File: config.mk
export PLATFORM = sky130hd
export DESIGN_NAME = seq_pattern_tx
export DESIGN_NICKNAME = d
export VERILOG_FILES = /design/src/rtl/seq_pattern_tx.sv
export SDC_FILE = /design/constraint.sdc
export NUM_CORES = 1
export LEC_CHECK = 0
export ABC_AREA = 1
export BUFFER_PORTS_ARGS = -buffer_cell sky130_fd_sc_hd__buf_2
export CAP_MARGIN = 20
export CORE_AREA = 2 2 46 64
export DETAILED_ROUTE_END_ITERATION = 8
export DIE_AREA = 0 0 48 66
export HOLD_SLACK_MARGIN = 0.12
export PLACE_DENSITY_LB_ADDON = 0.1
export SLEW_MARGIN = 20
export SYNTH_ARGS = -nofsm -noshare
export SYNTH_HDL_FRONTEND = slang
export SYNTH_SLANG_ARGS = --single-unit
File: constraint.sdc
create_clock -name clk -period 3.1 [get_ports clk]
set_input_delay 0.465 -clock clk [delete_from_list [all_inputs] [get_ports clk]]
set_output_delay 0.465 -clock clk [all_outputs]
set_load 0.02 [all_outputs]
File: src/rtl/seq_pattern_tx.sv
// Serial pattern transmitter: shifts a latched PAT_W-bit pattern out MSB-first,
// repeating it rep+1 times with an optional idle gap between frames.
module seq_pattern_tx #(
    parameter int PAT_W = 4,
    parameter int CNT_W = 4,
    parameter int GAP_W = 4
) (
    input  logic             clk,
    input  logic             rst,
    input  logic             start_valid,
    output logic             start_ready,
    input  logic [PAT_W-1:0] pat_in,
    input  logic [CNT_W-1:0] rep_in,
    input  logic [GAP_W-1:0] gap_in,
    input  logic             abort,
    output logic             x,
    output logic             x_valid,
    output logic             frame_end,
    output logic             busy,
    output logic             done
);

    // Load handshake: a load is taken on any posedge where start_valid && start_ready.
    // start_ready is a pure decode of IDLE; there is no backpressure on the serial side.

    localparam int BIT_W = (PAT_W > 1) ? $clog2(PAT_W) : 1;
    localparam logic [BIT_W-1:0] BIT_TOP = BIT_W'(PAT_W - 1);

    typedef enum logic [1:0] {
        S_IDLE,
        S_SEND,
        S_GAP,
        S_DONE
    } state_t;

    state_t           state, state_n;
    logic [BIT_W-1:0] bit_cnt, bit_n;
    logic [CNT_W-1:0] rep_cnt, rep_n;
    logic [GAP_W-1:0] gap_cnt, gap_n;
    logic [GAP_W-1:0] gap_len, gap_len_n;
    logic [PAT_W-1:0] pat, pat_n;
    logic             clear;

    assign start_ready = (state == S_IDLE);

    always_comb begin
        state_n   = state;
        bit_n     = bit_cnt;
        rep_n     = rep_cnt;
        gap_n     = gap_cnt;
        gap_len_n = gap_len;
        pat_n     = pat;
        clear     = 1'b0;
        case (state)
            S_IDLE: begin
                if (start_valid) begin
                    state_n   = S_SEND;
                    bit_n     = BIT_TOP;
                    pat_n     = pat_in;
                    rep_n     = rep_in;
                    gap_len_n = gap_in;
                    gap_n     = '0;
                end
            end
            S_SEND: begin
                if (abort) begin
                    state_n = S_IDLE;
                    clear   = 1'b1;
                end else if (bit_cnt == '0) begin
                    if (rep_cnt == '0) begin
                        state_n = S_DONE;
                    end else begin
                        rep_n = rep_cnt - CNT_W'(1);
                        // Counter is preloaded for the next frame whether or not a gap follows.
                        bit_n = BIT_TOP;
                        if (gap_len != '0) begin
                            state_n = S_GAP;
                            gap_n   = gap_len - GAP_W'(1);
                        end
                    end
                end else begin
                    bit_n = bit_cnt - BIT_W'(1);
                end
            end
            S_GAP: begin
                if (abort) begin
                    state_n = S_IDLE;
                    clear   = 1'b1;
                end else if (gap_cnt == '0) begin
                    state_n = S_SEND;
                end else begin
                    gap_n = gap_cnt - GAP_W'(1);
                end
            end
            S_DONE: begin
                state_n = S_IDLE;
                clear   = 1'b1;
            end
            default: begin
                state_n = S_IDLE;
                clear   = 1'b1;
            end
        endcase
        if (clear) begin
            bit_n     = '0;
            rep_n     = '0;
            gap_n     = '0;
            gap_len_n = '0;
            pat_n     = '0;
        end
    end

    // Outputs are registered from the next-state values so they line up with the state they describe.
    always_ff @(posedge clk) begin
        if (!rst) begin
            state     <= S_IDLE;
            bit_cnt   <= '0;
            rep_cnt   <= '0;
            gap_cnt   <= '0;
            gap_len   <= '0;
            pat       <= '0;
            x         <= 1'b0;
            x_valid   <= 1'b0;
            frame_end <= 1'b0;
            busy      <= 1'b0;
            done      <= 1'b0;
        end else begin
            state     <= state_n;
            bit_cnt   <= bit_n;
            rep_cnt   <= rep_n;
            gap_cnt   <= gap_n;
            gap_len   <= gap_len_n;
            pat       <= pat_n;
            x         <= (state_n == S_SEND) && pat_n[bit_n];
            x_valid   <= (state_n == S_SEND);
            frame_end <= (state_n == S_SEND) && (bit_n == '0);
            busy      <= (state_n == S_SEND) || (state_n == S_GAP);
            done      <= (state_n == S_DONE);
        end
    end

endmodule

# Word level (Yosys, flattened, before mapping)
# Cells that the tools add are included.
[totals] word_cells=80 input_bits=16 reg_bits=25 out_inout_bits=6
[op_classes] bitwise=1 n_eq_ne=13 n_addsub=4 n_mux=34 reduce_logical=16 order_cmp=1
[ops] operator="2-to-1 mux 4 bit" n=14
[ops] operator="2-to-1 mux 2 bit" n=12
[ops] operator="!= test 2 bit, second input constant" n=7
[ops] operator="one-hot mux 4 bit (3 select lines)" n=1
[ops] operator="subtractor 4 x 1 -> 4 bit, second input constant" n=3
[ops] operator="equality test 2 bit, second input constant" n=4
[ops] operator="zero test 4 bit" n=2
[ops] operator="one-hot mux 2 bit (4 select lines)" n=1
[ops] operator="one-hot mux 4 bit (2 select lines)" n=1
[ops] operator="AND reduction 8 bit" n=1
[ops] operator="zero test 2 bit" n=3
[ops] operator="AND reduction 5 bit" n=1
[ops] operator="equality test 2 x 1 -> 1 bit, second input constant" n=2
[ops] operator="one-hot mux 2 bit (2 select lines)" n=1
[ops] operator="nonzero test 4 bit" n=1
[ops] operator="OR reduction 2 bit" n=2
[ops] operator="less-than comparator 2 x 3 -> 1 bit, second input constant" n=1
[ops] operator="nonzero test 3 bit" n=1
[ops] operator="binary-select mux 1 bit (select 2 bit)" n=1
[ops] operator="logical AND 1 bit" n=2
[ops] operator="2-to-1 mux 1 bit" n=2
[ops] operator="one-hot mux 1 bit (2 select lines)" n=1
[ops] operator="AND reduction 2 bit" n=1
[ops] operator="nonzero test 2 bit" n=1
[ops] operator="other kinds (3)" n=3

# Longest topological paths before layout
[logic_depth] depth_word=9 depth_mapped=14 depth_no_buf=14

# Least setup slack after synthesis
# OpenSTA, ideal clock, no wires.
[synth_path] kind="register -> register" start="reg state[0]" end="reg x" t_arrival_ns=1.878 setup_ns=0.113 stages_incl_launch_ff=13 slack_ns=1.109 period_less_slack_ns=1.991 path_buffers=0 required_time_ns=2.987 cell_sequence="dfxtp_1 -> inv_1 -> ha_1 -> inv_2 -> or2_4 -> or2_2 -> nand2_1 -> inv_1 -> ha_1 -> nand2_1 -> inv_1 -> nand2_1 -> nor2_1"
[synth_via] word_cells_on_any_way=22 cone_classes="4 x eq/ne; 15 x mux; 3 x reduce/logical"
[synth_lines] element="from (decl)" line_no="36" source="state_t state, state_n;"
[synth_lines] element="from (signal assigned)" line_no="128" source="state <= state_n;"
[synth_lines] element="zero test 2 bit"
[synth_lines] element="named net start_ready" line_no="11" source="output logic start_ready,"
[synth_lines] element="one-hot mux 2 bit (4 select lines)" line_no="54" source="case (state)"
[synth_lines] element="named net state_n[0]" line_no="36"
[synth_lines] element="equality test 2 x 1 -> 1 bit" line_no="134" source="x <= (state_n == S_SEND) && pat_n[bit_n];"
[synth_lines] element="logical AND 1 bit" line_no="134"
[synth_lines] element="to (signal assigned)" line_no="134"
[synth_lines] element="to (decl)" line_no="16" source="output logic x,"
# The timed path passes the listed nets, and every way through them passes these cells. The select of a mux whose other input is x is not followed.
# A chain may end at the register's enable or synchronous reset.

# Final worst setup path
[layout_path] start="reg state[0]" end="reg frame_end"
[layout_via] elab_chain_cells=7 word_cells_on_any_way=19 cone_classes="4 x eq/ne; 11 x mux; 4 x reduce/logical"
[layout_rtl] element="2-to-1 mux 2 bit" line_no="76" source="if (gap_len != '0) begin"
[layout_rtl] element="2-to-1 mux 2 bit" line_no="70" source="if (rep_cnt == '0) begin"
[layout_rtl] element="2-to-1 mux 2 bit" line_no="69" source="end else if (bit_cnt == '0) begin"
[layout_rtl] element="2-to-1 mux 2 bit" line_no="66" source="if (abort) begin"
[layout_rtl] element="one-hot mux 2 bit (4 select lines) *" line_no="54"
[layout_rtl] element="named net state_n[0]" line_no="36"
[layout_rtl] element="equality test 2 x 1 -> 1 bit *" line_no="136" source="frame_end <= (state_n == S_SEND) && (bit_n == '0);"
[layout_rtl] element="logical AND 1 bit *" line_no="136"
[layout_rtl] element="to (signal assigned)" line_no="136"
[layout_rtl] element="to (decl)" line_no="18" source="output logic frame_end,"
# Mark *: on every way through the listed nets, which the timed path passes. The rest lies on a longest branch.

==> results.cfg <==
[routing]
wl_per_cell_um = 9.98
vias = 1345
drt_wl_total_um = 2830
dr.first_iter.drc_count = 30
drtAntennaViolNets = 0
routed_via_density = 4.74
drc = 0
drt-pass1-iter-count = 4

[global_routing]
overflow = 0
grt_pass1_wl_um = 4890
gr-usage-all-layers_pct = 21.2
grt_pass1_vias = 1222
antenna_found_initial = 0
grt_max_degree = 15

[final_layout]
nets = 274
antenna_cells = 0
multi_input_area_um2 = 850
regArea_um2 = 500
stdcell_count = 284
fill_cells = 274
layout-drive-gt1-share_pct = 19.0
area_growth_pct = 11.5

[placement]
post-place-cells = 280
place_congestion = 0.800
dpl.hpwl_um = 2240
port_buffers = 21

[worst_hold_path]
hold_class = input pin to register
min_from = rst

[run]
drv_cap = 0

[floorplanning]
fp-row-count = 22
die_w_um = 48
dieArea_mm2 = 0.00317
initial_utilization_pct = 56.7
core_mm2 = 0.00262
ios = 22
die_h_um = 66

[timing]
clock-skew-final_ns = 0.00742
fmax_mhz = 489
hold_violations = 0
worst_slew_pin_slew_ns = 0.444
post-route-min-period_ns = 2.05
finalCritPeriodShare_pct = 66.0
slew_violations = 0
relSlewSlack_pct = 70.1
finalSetupViolCount = 0
tns_ns = 0
rsz0062_at_grt = false

[power_and_ir_drop]
leakagePower_uw = 0.000874
power_uw = 830
ir_drop_mv = 0.351
powerDensity_mw_per_mm2 = 502

[clocking]
post-cts-setup-buffer-count = 0
cts_tree = built
cts.sinks = 25
cts_root_buffer = clkbuf_4
cts_htree_levels = 1
clk_pin_slew_ns = 0.15
clk-insertion-delay-late_ns = 0.33
ctsResizeCount = 0
cts_hold_buf = 0
numCtsBuffers = 3
clock_path_buffers = 2

[critical_path]
critical_path.endpoint_type = register
crit_type = register to register
crit_path_max_fanout = 7
start_kind = register
required_ns = 3.35
startpoint = state[0]
cp_data_arrival_time_ns = 2.30
r2r-start = state[0]

[outcome]
status = completed

[yosys]
postSynthAreaPerCell_um2 = 6.62
synth-seq-cells = 25
synthesis.area_mm2 = 0.00148
synth_cell_types = 25
postSynthCellCount = 224
yosys_warnings = 0
synth_nets = 249
yosysSeqAreaShare_pct = 33.8
-- where the power goes --
group / switching (µW) / internal (µW)
Sequential: 24.1 / 360
Clock: 105 / 48.5
Combinational: 186 / 105
Total: 315 / 514
-- synthesized netlist by cell type --
cell type | count | area share, %
mux2i_1 | 1 | 0.68
nand2_4 | 3 | 2.3
a21oi_1 | 11 | 3.7
or2_4 | 1 | 0.59
inv_4 | 2 | 0.84
nor2_1 | 39 | 9.9
dfxtp_1 | 25 | 34
a21oi_2 | 1 | 0.59
nor2_2 | 3 | 1.3
nor3_2 | 1 | 0.68
nand3_1 | 10 | 3.4
nor2_4 | 2 | 1.5
ha_1 | 9 | 7.6
inv_2 | 3 | 0.76
or2_0 | 2 | 0.84
o21ai_1 | 1 | 0.34
inv_1 | 27 | 6.8
o22ai_1 | 1 | 0.42
o21ai_0 | 14 | 4.7
nand2_2 | 3 | 1.3
o21ai_2 | 2 | 1.2
nand2_1 | 58 | 15
nand4_1 | 3 | 1.3
or2_2 | 1 | 0.42
buf_4 | 1 | 0.51
-- worst paths after layout --
kind                                   to  cells after the start  slack [ns]
worst max register to register  frame_end                     12        1.05
worst max-delay path            frame_end                     12        1.05
worst min register to register     pat[1]                      2        0.48
worst min-delay path                 done                      3        0.35
-- sequential cells by signal, summed over array words and instances, names as in the netlist --
register and count:
pat 4, frame_end 1, gap_cnt 4, state 2, done 1, x_valid 1, rep_cnt 4, busy 1
gap_len 4, x 1, bit_cnt 2
-- cell families after synthesis --
kind of cell	synth area share [%]
buf+inv	8.95
compound gates	11.0
simple gates	38.1
mux	0.675
fa+ha+maj	7.60
flops	33.8
-- per-layer routing --
layer	global-route usage, %	wire, µm	up-vias
met4	7.09	40	0
met1	25.0	1300	576
met5	0	0	-
met2	37.0	1420	20
met3	3.28	74	5
li1	-	-	744
-- critical path, stage by stage (launching register included) --
cell and delay [ns]:
dfxtp_1 0.38, inv_1 0.11, ha_1 0.36, inv_2 0.06, or2_4 0.25, or2_2 0.27
nand2_1 0.09, inv_1 0.06, ha_1 0.17, nand2_1 0.06, inv_1 0.05, nand2_1 0.06
nor2_1 0.04
-- cell type report --
class / instances / area share (%)
Tap cell: 36 / 2.73
Inverter: 32 / 7.57
Clock buffer: 3 / 1.36
Sequential cell: 25 / 30.3
Clock inverter: 1 / 0.303
Multi-Input combinational cell: 166 / 51.4
Timing Repair Buffer: 21 / 6.36
-- per-stage QoR --
stage	utilization, %	hold slack, ns	cell area [µm²]	worst slack (ns)
after floorplan	-	0.450	1480	1.11
after global placement	62.2	0.460	1630	1.14
after detailed placement	62.2	0.467	1630	1.08
after CTS	63.2	0.346	1650	1.05
after global routing	63.2	0.351	1650	0.905
final	63.2	0.352	1650	1.05
-- placed cells by master, fill, tap and decap left out, drive strengths merged --
master,count
nor3,1
o21ai,17
clkinv,1
nand2,64
or2,4
buf,21
nand3,10
clkbuf,3
nand4,3
ha,9
dfxtp,25
o22ai,1
a21oi,12
nor2,44
inv,32
mux2i,1
Power figures use the tool's default switching activity.
